===== config.mk =====
export PLATFORM = sky130hd
export DESIGN_NAME = timer_arbiter
export DESIGN_NICKNAME = d
export VERILOG_FILES = /design/src/rtl/timer_arbiter_pkg.sv /design/src/rtl/timer_arbiter_tick_counter.sv /design/src/rtl/timer_arbiter.sv
export SDC_FILE = /design/constraint.sdc
export NUM_CORES = 1
export LEC_CHECK = 0
export CORE_ASPECT_RATIO = 1.2
export CORE_UTILIZATION = 42
export CTS_CLUSTER_DIAMETER = 40
export CTS_CLUSTER_SIZE = 10
export DETAILED_ROUTE_END_ITERATION = 7
export PLACE_DENSITY = 0.76
export REMOVE_ABC_BUFFERS = 1
export SYNTH_ARGS = -nofsm -noshare
export SYNTH_HDL_FRONTEND = slang
export SYNTH_HIERARCHICAL = 1
export SYNTH_SLANG_ARGS = --single-unit

===== constraint.sdc =====
create_clock -name clk -period 3.3 [get_ports clk]
set_input_delay 0.66 -clock clk [delete_from_list [all_inputs] [get_ports clk]]
set_output_delay 0.66 -clock clk [all_outputs]
set_load 0.005 [all_outputs]

===== src/rtl/timer_arbiter_pkg.sv =====
// -----------------------------------------------------------------------------
// timer_arbiter_pkg
// Shared definitions for the timer arbiter slice: FSM state encoding and the
// default requester count / count width used by the arbiter and its counter.
// No ports (package).
// -----------------------------------------------------------------------------
package timer_arbiter_pkg;

  localparam int DEF_NREQ  = 4;
  localparam int DEF_WIDTH = 8;

  typedef enum logic [1:0] {
    ST_IDLE  = 2'd0,
    ST_COUNT = 2'd1,
    ST_DONE  = 2'd2
  } state_e;

endpackage


===== src/rtl/timer_arbiter_tick_counter.sv =====
// -----------------------------------------------------------------------------
// tick_counter
// WIDTH-bit up-counter with a loadable terminal target. The equality flag is
// registered but computed from the next-state values, so in every cycle
// eq_o == (count_o == latched target) with no combinational compare on the
// output side. The counter never advances past the target.
//
// Ports:
//   clk       in   clock, rising edge
//   reset_i   in   synchronous active-high reset (count=0, target=0)
//   clr_i     in   synchronous clear of the count
//   load_i    in   latch target_i as the new terminal value
//   en_i      in   advance the count by one (ignored at target)
//   target_i  in   terminal value to latch
//   count_o   out  current count
//   eq_o      out  count has reached the latched target
// -----------------------------------------------------------------------------
module tick_counter
  import timer_arbiter_pkg::*;
#(
  parameter int WIDTH = DEF_WIDTH
) (
  input  logic             clk,
  input  logic             reset_i,
  input  logic             clr_i,
  input  logic             load_i,
  input  logic             en_i,
  input  logic [WIDTH-1:0] target_i,
  output logic [WIDTH-1:0] count_o,
  output logic             eq_o
);

  localparam logic [WIDTH-1:0] ONE = {{(WIDTH-1){1'b0}}, 1'b1};

  logic [WIDTH-1:0] count_q, count_d;
  logic [WIDTH-1:0] target_q, target_d;
  logic             eq_q, eq_d;

  // Next count / target and the look-ahead equality flag.
  always_comb begin
    if (clr_i) begin
      count_d = {WIDTH{1'b0}};
    end else if (en_i && !eq_q) begin
      count_d = count_q + ONE;
    end else begin
      count_d = count_q;
    end

    if (load_i) begin
      target_d = target_i;
    end else begin
      target_d = target_q;
    end

    eq_d = (count_d == target_d);
  end

  // Counter, target and flag registers.
  always_ff @(posedge clk) begin
    if (reset_i) begin
      count_q  <= {WIDTH{1'b0}};
      target_q <= {WIDTH{1'b0}};
      eq_q     <= 1'b1;
    end else begin
      count_q  <= count_d;
      target_q <= target_d;
      eq_q     <= eq_d;
    end
  end

  assign count_o = count_q;
  assign eq_o    = eq_q;

endmodule


===== src/rtl/timer_arbiter.sv =====
// -----------------------------------------------------------------------------
// timer_arbiter
// Shares one terminal-count timer among NREQ requesters. Requests are served
// round-robin; the granted requester's length is latched, counted from 0 up to
// that value, and then a single-cycle done pulse is issued for it.
//
// Optional feature macro: TIMER_ARBITER_ABORT_EN adds the `abort` input, which
// cancels a running interval (no done pulse, count cleared).
//
// Ports:
//   clk       in   clock, rising edge
//   reset_in  in   synchronous active-high reset, dominant
//   req       in   per-requester request level
//   len       in   per-requester terminal count, slice i = [i*WIDTH +: WIDTH]
//   grant     out  one-hot, high while the owner's interval runs
//   done      out  one-hot single-cycle pulse at the end of an interval
//   busy      out  high whenever the arbiter is not idle
//   count     out  current count value
//   abort     in   (TIMER_ARBITER_ABORT_EN only) cancel the running interval
// -----------------------------------------------------------------------------
module timer_arbiter
  import timer_arbiter_pkg::*;
#(
  parameter int NREQ  = DEF_NREQ,
  parameter int WIDTH = DEF_WIDTH
) (
  input  logic                  clk,
  input  logic                  reset_in,
  input  logic [NREQ-1:0]       req,
  input  logic [NREQ*WIDTH-1:0] len,
  output logic [NREQ-1:0]       grant,
  output logic [NREQ-1:0]       done,
  output logic                  busy,
  output logic [WIDTH-1:0]      count
`ifdef TIMER_ARBITER_ABORT_EN
  ,
  input  logic                  abort
`endif
);

  localparam int                IDXW     = (NREQ > 1) ? $clog2(NREQ) : 1;
  localparam logic [NREQ-1:0]   ONEHOT0  = {{(NREQ-1){1'b0}}, 1'b1};
  localparam logic [IDXW-1:0]   LAST_IDX = IDXW'(NREQ - 1);
  localparam logic [IDXW-1:0]   IDX_ONE  = {{(IDXW-1){1'b0}}, 1'b1};

  state_e           state_q, state_d;
  logic [IDXW-1:0]  ptr_q, ptr_d;
  logic [IDXW-1:0]  owner_q, owner_d;
  logic [NREQ-1:0]  grant_q, grant_d;
  logic [NREQ-1:0]  done_q, done_d;
  logic             busy_q, busy_d;

  logic [IDXW-1:0]  sel_s;
  logic             found_s;
  int               rr_idx_s;
  logic [IDXW-1:0]  rr_pos_s;
  logic             hit_s;
  logic [WIDTH-1:0] cnt_target_s;
  logic             cnt_clr_s, cnt_load_s, cnt_en_s, cnt_eq_s;
  logic             abort_s;

`ifdef TIMER_ARBITER_ABORT_EN
  assign abort_s = abort;
`else
  assign abort_s = 1'b0;
`endif

  // Round-robin search: first set req bit at or after the pointer, wrapping.
  always_comb begin
    found_s  = 1'b0;
    sel_s    = {IDXW{1'b0}};
    rr_idx_s = 0;
    rr_pos_s = {IDXW{1'b0}};
    hit_s    = 1'b0;
    for (int k = 0; k < NREQ; k++) begin
      rr_idx_s = int'(ptr_q) + k;
      rr_idx_s = (rr_idx_s >= NREQ) ? (rr_idx_s - NREQ) : rr_idx_s;
      rr_pos_s = IDXW'(rr_idx_s);
      hit_s    = req[rr_pos_s] & ~found_s;
      sel_s    = hit_s ? rr_pos_s : sel_s;
      found_s  = found_s | hit_s;
    end
  end

  // Length slice of the selected requester (constant-index mux).
  always_comb begin
    cnt_target_s = {WIDTH{1'b0}};
    for (int i = 0; i < NREQ; i++) begin
      cnt_target_s = (sel_s == IDXW'(i)) ? len[i*WIDTH +: WIDTH] : cnt_target_s;
    end
  end

  // FSM next state.
  always_comb begin
    state_d = state_q;
    case (state_q)
      ST_IDLE: begin
        state_d = found_s ? ST_COUNT : ST_IDLE;
      end
      ST_COUNT: begin
        if (abort_s) begin
          state_d = ST_IDLE;
        end else if (cnt_eq_s) begin
          state_d = ST_DONE;
        end else begin
          state_d = ST_COUNT;
        end
      end
      ST_DONE: begin
        state_d = ST_IDLE;
      end
      default: begin
        state_d = ST_IDLE;
      end
    endcase
  end

  // FSM outputs: next values of the registered outputs, pointer and counter
  // controls. Outputs are decided on the transition so they appear right
  // after the edge that causes them.
  always_comb begin
    grant_d    = {NREQ{1'b0}};
    done_d     = {NREQ{1'b0}};
    ptr_d      = ptr_q;
    owner_d    = owner_q;
    cnt_clr_s  = 1'b0;
    cnt_load_s = 1'b0;
    cnt_en_s   = 1'b0;
    case (state_q)
      ST_IDLE: begin
        if (found_s) begin
          grant_d    = ONEHOT0 << sel_s;
          owner_d    = sel_s;
          ptr_d      = (sel_s == LAST_IDX) ? {IDXW{1'b0}} : (sel_s + IDX_ONE);
          cnt_clr_s  = 1'b1;
          cnt_load_s = 1'b1;
        end else begin
          grant_d = {NREQ{1'b0}};
        end
      end
      ST_COUNT: begin
        if (abort_s) begin
          // Cancelled interval: count returns to zero, no done pulse.
          cnt_clr_s = 1'b1;
        end else if (cnt_eq_s) begin
          done_d = ONEHOT0 << owner_q;
        end else begin
          grant_d  = grant_q;
          cnt_en_s = 1'b1;
        end
      end
      ST_DONE: begin
        grant_d = {NREQ{1'b0}};
      end
      default: begin
        grant_d = {NREQ{1'b0}};
      end
    endcase
    busy_d = (state_d != ST_IDLE);
  end

  // State, pointer and registered outputs.
  always_ff @(posedge clk) begin
    if (reset_in) begin
      state_q <= ST_IDLE;
      ptr_q   <= {IDXW{1'b0}};
      owner_q <= {IDXW{1'b0}};
      grant_q <= {NREQ{1'b0}};
      done_q  <= {NREQ{1'b0}};
      busy_q  <= 1'b0;
    end else begin
      state_q <= state_d;
      ptr_q   <= ptr_d;
      owner_q <= owner_d;
      grant_q <= grant_d;
      done_q  <= done_d;
      busy_q  <= busy_d;
    end
  end

  tick_counter #(
    .WIDTH (WIDTH)
  ) u_tick_counter (
    .clk      (clk),
    .reset_i  (reset_in),
    .clr_i    (cnt_clr_s),
    .load_i   (cnt_load_s),
    .en_i     (cnt_en_s),
    .target_i (cnt_target_s),
    .count_o  (count),
    .eq_o     (cnt_eq_s)
  );

  assign grant = grant_q;
  assign done  = done_q;
  assign busy  = busy_q;

endmodule


# Yosys cells after proc, flatten, opt, wreduce, memory -nomap -nowiden
# Index checks and enable logic that the tools add are counted.
# W data, S select, Z words.
# classes
div,0
n_eq_ne,6
n_mux,34
add_sub_neg,9
reduce_logical,7
shifts,2
mul,0
order_cmp,8
n_bitwise,11
# op_table
operator,count
$mux W8,7
$mux W2,10
$lt A2 B3 Y1 const B,4
$ge A3 B3 Y1 const B,3
$mux W1,9
$add A8 B1 Y8 const B,1
$bmux W1 S2,4
$eq A8 B8 Y1,1
$mux W4,2
$pmux W4 S2,1
$shl A1 B2 Y4 const A,2
$sub A2 B1 Y2 const B,4
$add A2 B2 Y3 const B,2
$not A1 Y1,5
$eq A2 B1 Y1 const B,2
$eq A2 B2 Y1 const B,2
$logic_not A2 Y1,2
$pmux W2 S2,1
$add A2 B1 Y3 const B,1
$and A1 B1 Y1,3
$ge A2 B3 Y1 const B,1
$or A1 B1 Y1,3
$reduce_or A3 Y1,1
$add A2 B1 Y2 const B,1
other kinds (5),5
# word_totals
mem_bits_rw,0
latchBits,0
register_bits,32
mem_count,0
out_inout_bits,17
romBits,0
wordCells,86
in_bits,38

# Depth between registers and ports, before layout
# depth
word_depth,20
depth_mapped,14
ltp_nobuf,13

# Hierarchy
# Netlist, hierarchy kept.
# by_module_without_submodules
mod,cells_each,seq_area_each_um2,area_each_um2,instances
timer_arbiter,111,300.3,910.9,1
tick_counter,88,340.3,855.8,1

# Worst setup path before layout
# Ideal clock, no wire load.
# synth_timing
kind,input to register
start,input req[2]
end,"register u_tick_counter.eq_q, in the netlist u_tick_counter/eq_o"
setup_slack_ps,-65
arrival_ps,3270
n_path_buf,1
setup_time_ps,96
required_time_ps,3204
path_stages,13
cell_sequence,or2b_1 -> a21o_1 -> and3_1 -> and2_1 -> ha_1 -> clkbuf_1 -> a221oi_1 -> o31ai_1 -> mux2i_1 -> xor3_1 -> o41ai_2 -> a31oi_1 -> o41ai_2
# synth_via
elab_chain_len,18
word_cells_on_any_way,34
cone_classes,4 x eq/ne; 20 x mux; 9 x bitwise; 1 x reduce/logical
# synth_lines
element,line_no,source
"start, declared",timer_arbiter.sv:29,"input logic [NREQ-1:0] req,"
$bmux W1 S2,timer_arbiter.sv:79,hit_s = req[rr_pos_s] & ~found_s;
$mux W1 (not written as such),timer_arbiter.sv:79,
$not A1 Y1,timer_arbiter.sv:79,
$and A1 B1 Y1,timer_arbiter.sv:79,
$or A1 B1 Y1,timer_arbiter.sv:81,found_s = found_s | hit_s;
$not A1 Y1,timer_arbiter.sv:79,
$and A1 B1 Y1,timer_arbiter.sv:79,
$or A1 B1 Y1,timer_arbiter.sv:81,
[... 2 more ...],-,
$mux W2 (*),timer_arbiter.sv:80,sel_s = hit_s ? rr_pos_s : sel_s;
net sel_s[0],timer_arbiter.sv:53,logic [IDXW-1:0] sel_s;
$logic_not A2 Y1,timer_arbiter.sv:89,cnt_target_s = (sel_s == IDXW'(i)) ? len[i*WIDTH +: WIDTH] : cnt_target_s;
$mux W8 (3 in series),timer_arbiter.sv:89,
$mux W8 (*),timer_arbiter.sv:89,
net cnt_target_s[3],timer_arbiter.sv:58,logic [WIDTH-1:0] cnt_target_s;
$mux W8 (*),timer_arbiter_tick_counter.sv:49,if (load_i) begin
$eq A8 B8 Y1 (*),timer_arbiter_tick_counter.sv:55,eq_d = (count_d == target_d);
"end signal, assigned",timer_arbiter_tick_counter.sv:67,eq_q <= eq_d;
"end, declared",timer_arbiter_tick_counter.sv:37,"logic eq_q, eq_d;"
# Mark *: on every way through the listed nets, which the timed path passes. The rest lies on a longest branch. The select of a mux whose other input is x is not followed.
# A chain may end at the register's enable or synchronous reset.

# Worst setup path after layout
# Ends and elaborated chain as after synthesis.

==> reports/metrics.cfg <==
[setup_path]
reg2regPathDepth=15
endpoint=u_tick_counter/eq_o
critPathLaunchType=input port
end_kind=flop
cp.arrival_ns=3.41
setup.worst_path.start=req[2]
timing.rr.start=ptr_q[0]
worstSetupPathType=in -> reg
regToRegSetupSlack_ns=0.26
cp_data_required_time_ns=3.49
crit_path_max_fanout=4
r2r-end=u_tick_counter/eq_o

[die]
rows=25
die-area_um2=4470
dieHeight_um=73.0
core-area_um2=3970
fp.dieW_um=61.2
start_util=0.445
io_pins=55

[placed_design]
hpwl_mm=3.31
placed_area_um2=2500
gp_congestion=0.799
port-buffer-count=54
dp_cells=322

[clocking]
clock_latency_ns=0.28
clk_pin_slew_ns=0.06
cts_made_buffers=5
hold_buffers=0
cts_max_path_buffers=2
htreeDepth=2
cts_tree=done
clock-root-buffer=clkbuf_8
numClockSinks=32

[synth]
ys_seq_area_frac=0.363
syn_area_per_cell_um2=8.88
yosysWarnings=6
synth_edf_count=0
synth_top_cell_by_area=dfxtp_1
async_flop_share=0
ys_ff_latch=32
synth_top_area_share=0.363
synth_cells=199
synth.distinct_cells=46
synthFlopType=dfxtp_1
synth_common_cells=dfxtp_1 (32), nor2_1 (31), nand2_1 (13)
synth_area_leaders=dfxtp_1 (36%), nor2_1 (6.6%), mux2i_1 (5.1%)
synth_most_common_cell=dfxtp_1
syn_area_um2=1770

[global_routing]
overflow=0
antenna_found_initial=0
grt_pass1_wl_mm=7.59
grt_pass1_vias=1734
grt_util_all_layers=0.229
grt_max_degree=18

[finish]
stdcell_area_um2=2790
antenna_cells=0
seq_area_um2=641
fill_cells=314
multiInputGateArea_um2=1140
drive_above_1_share=0.260
synthToLayoutAreaGrowth_pct=57.8
final_cells=339
nets=327

[pwr]
p_leak_nw=1.14
p_per_area_nw_per_um2=651
peakVddDrop_uv=396
p_total_mw=1.81

[flow_run]
cap_violations=0

[timing]
rsz0062_at_grt=no
whs_ns=0.484
finalSetupViolations=0
finClkSkew_ns=0.00602
hold_viol=0
fin_crit_ns=3.22
finalCritPeriodShare=0.977
slew_headroom=0.731
worst_pin_slew_ns=0.402
setup_tns_ns=0
max_freq_mhz=310
final_max_slew_viol_count=0

[run_status]
outcome=finished, final reports clean

[drt]
via_per_inst=5.15
drt-pass1-iter-count=4
drt_iter0_drc=57
drc_errors=0
wl_per_cell_um=14.2
drt-total-wl_mm=4.82
ant_nets=0
via_count=1745

[min_path]
worstHoldStart=owner_q[0]
min_path_type=reg -> reg

-- cells in the final DEF (no fill, tap or decap), types with 3 or more instances in the layout --
cell type        count
a21oi_1              6
a221oi_1             4
a221oi_2             3
a22oi_1              4
buf_4               31
clkbuf_8             7
clkdlybuf4s50_1     50
dfxtp_1             32
ha_4                 3
inv_1                5
mux2i_1              9
nand2_1             12
nand4_1              5
nor2_1              30
nor2b_1              9
o31ai_1              8
xnor2_1              6
xor2_1               7
-- power breakdown --
group | total (mW) | internal, mW | leakage, nW | switching (mW)
clock | 0.411 | 0.266 | 0.0645 | 0.145
combinational | 0.915 | 0.502 | 0.818 | 0.413
sequential | 0.489 | 0.451 | 0.262 | 0.0379
total | 1.81 | 1.22 | 1.14 | 0.595
-- cells by family after synthesis --
logic type	count (synthesis)	share of synthesized area
simple gates	87	0.260
compound gates	36	0.163
flops	32	0.363
buf+inv	15	0.0439
xor+xnor	14	0.0779
mux	10	0.0574
fa+ha+maj	5	0.0354
-- registers in the layout (all words and copies together), names as in the netlist --
register,cells
owner_q,2
u_tick_counter/target_q,8
busy,1
ptr_q,2
grant,4
u_tick_counter/count_o,8
done,4
u_tick_counter/eq_o,1
state_q,2
-- stage by stage --
step                      worst slack [ns]   util
after detailed placement            -0.723  0.631
final                               0.0756  0.702
after CTS                           0.0147  0.690
after floorplan                    -0.0617      -
after global routing                0.0181  0.702
after global placement              -0.574  0.631
-- timing repair --
| action | 4_1_cts | 5_1_grt |
|---|---|---|
| endpoints found under the setup margin | 1 | 1 |
| setup buffers | 7 | 4 |
| endpoints found under the hold margin | 0 | 0 |
| pin swaps | 8 | 11 |
| gates resized for setup | 24 | 12 |
| cloned | 0 | 0 |
-- cell type report --
type | instances | share of cell area
multi-input cells | 152 | 0.410
repair buffers | 87 | 0.281
flip-flops and latches | 32 | 0.230
clock buffers | 7 | 0.0346
well taps | 54 | 0.0242
clock inverters | 1 | 0.0108
inverters | 6 | 0.00987
-- routing by layer --
layer / GRT usage / routed length (um) / vias up
met2: 0.402 / 2610 / 36
li1: - / - / 874
met4: 0.104 / 78 / 0
met1: 0.261 / 1990 / 828
met5: 0 / 0 / -
met3: 0.0443 / 145 / 7
-- worst max-delay path, stage by stage --
cell      delay, ns
buf_2          0.12
buf_4          0.14
or4_4          0.54
and2_4         0.20
ha_4           0.18
buf_4          0.14
buf_4          0.13
a221oi_1       0.28
o31ai_1        0.13
mux2i_1        0.19
buf_4          0.14
nand3_1        0.08
o41ai_2        0.07
a31oi_1        0.08
o41ai_2        0.33
-- worst min path at each step --
stage,end,cells past startpoint
6_report,done[1],2
5_1_grt,done[1],1
4_1_cts,done[1],2
3_5_place_dp,done[1],2
3_3_place_gp,done[1],1
2_1_floorplan,done[1],1
Note: power is estimated with default switching activity, not from simulation.
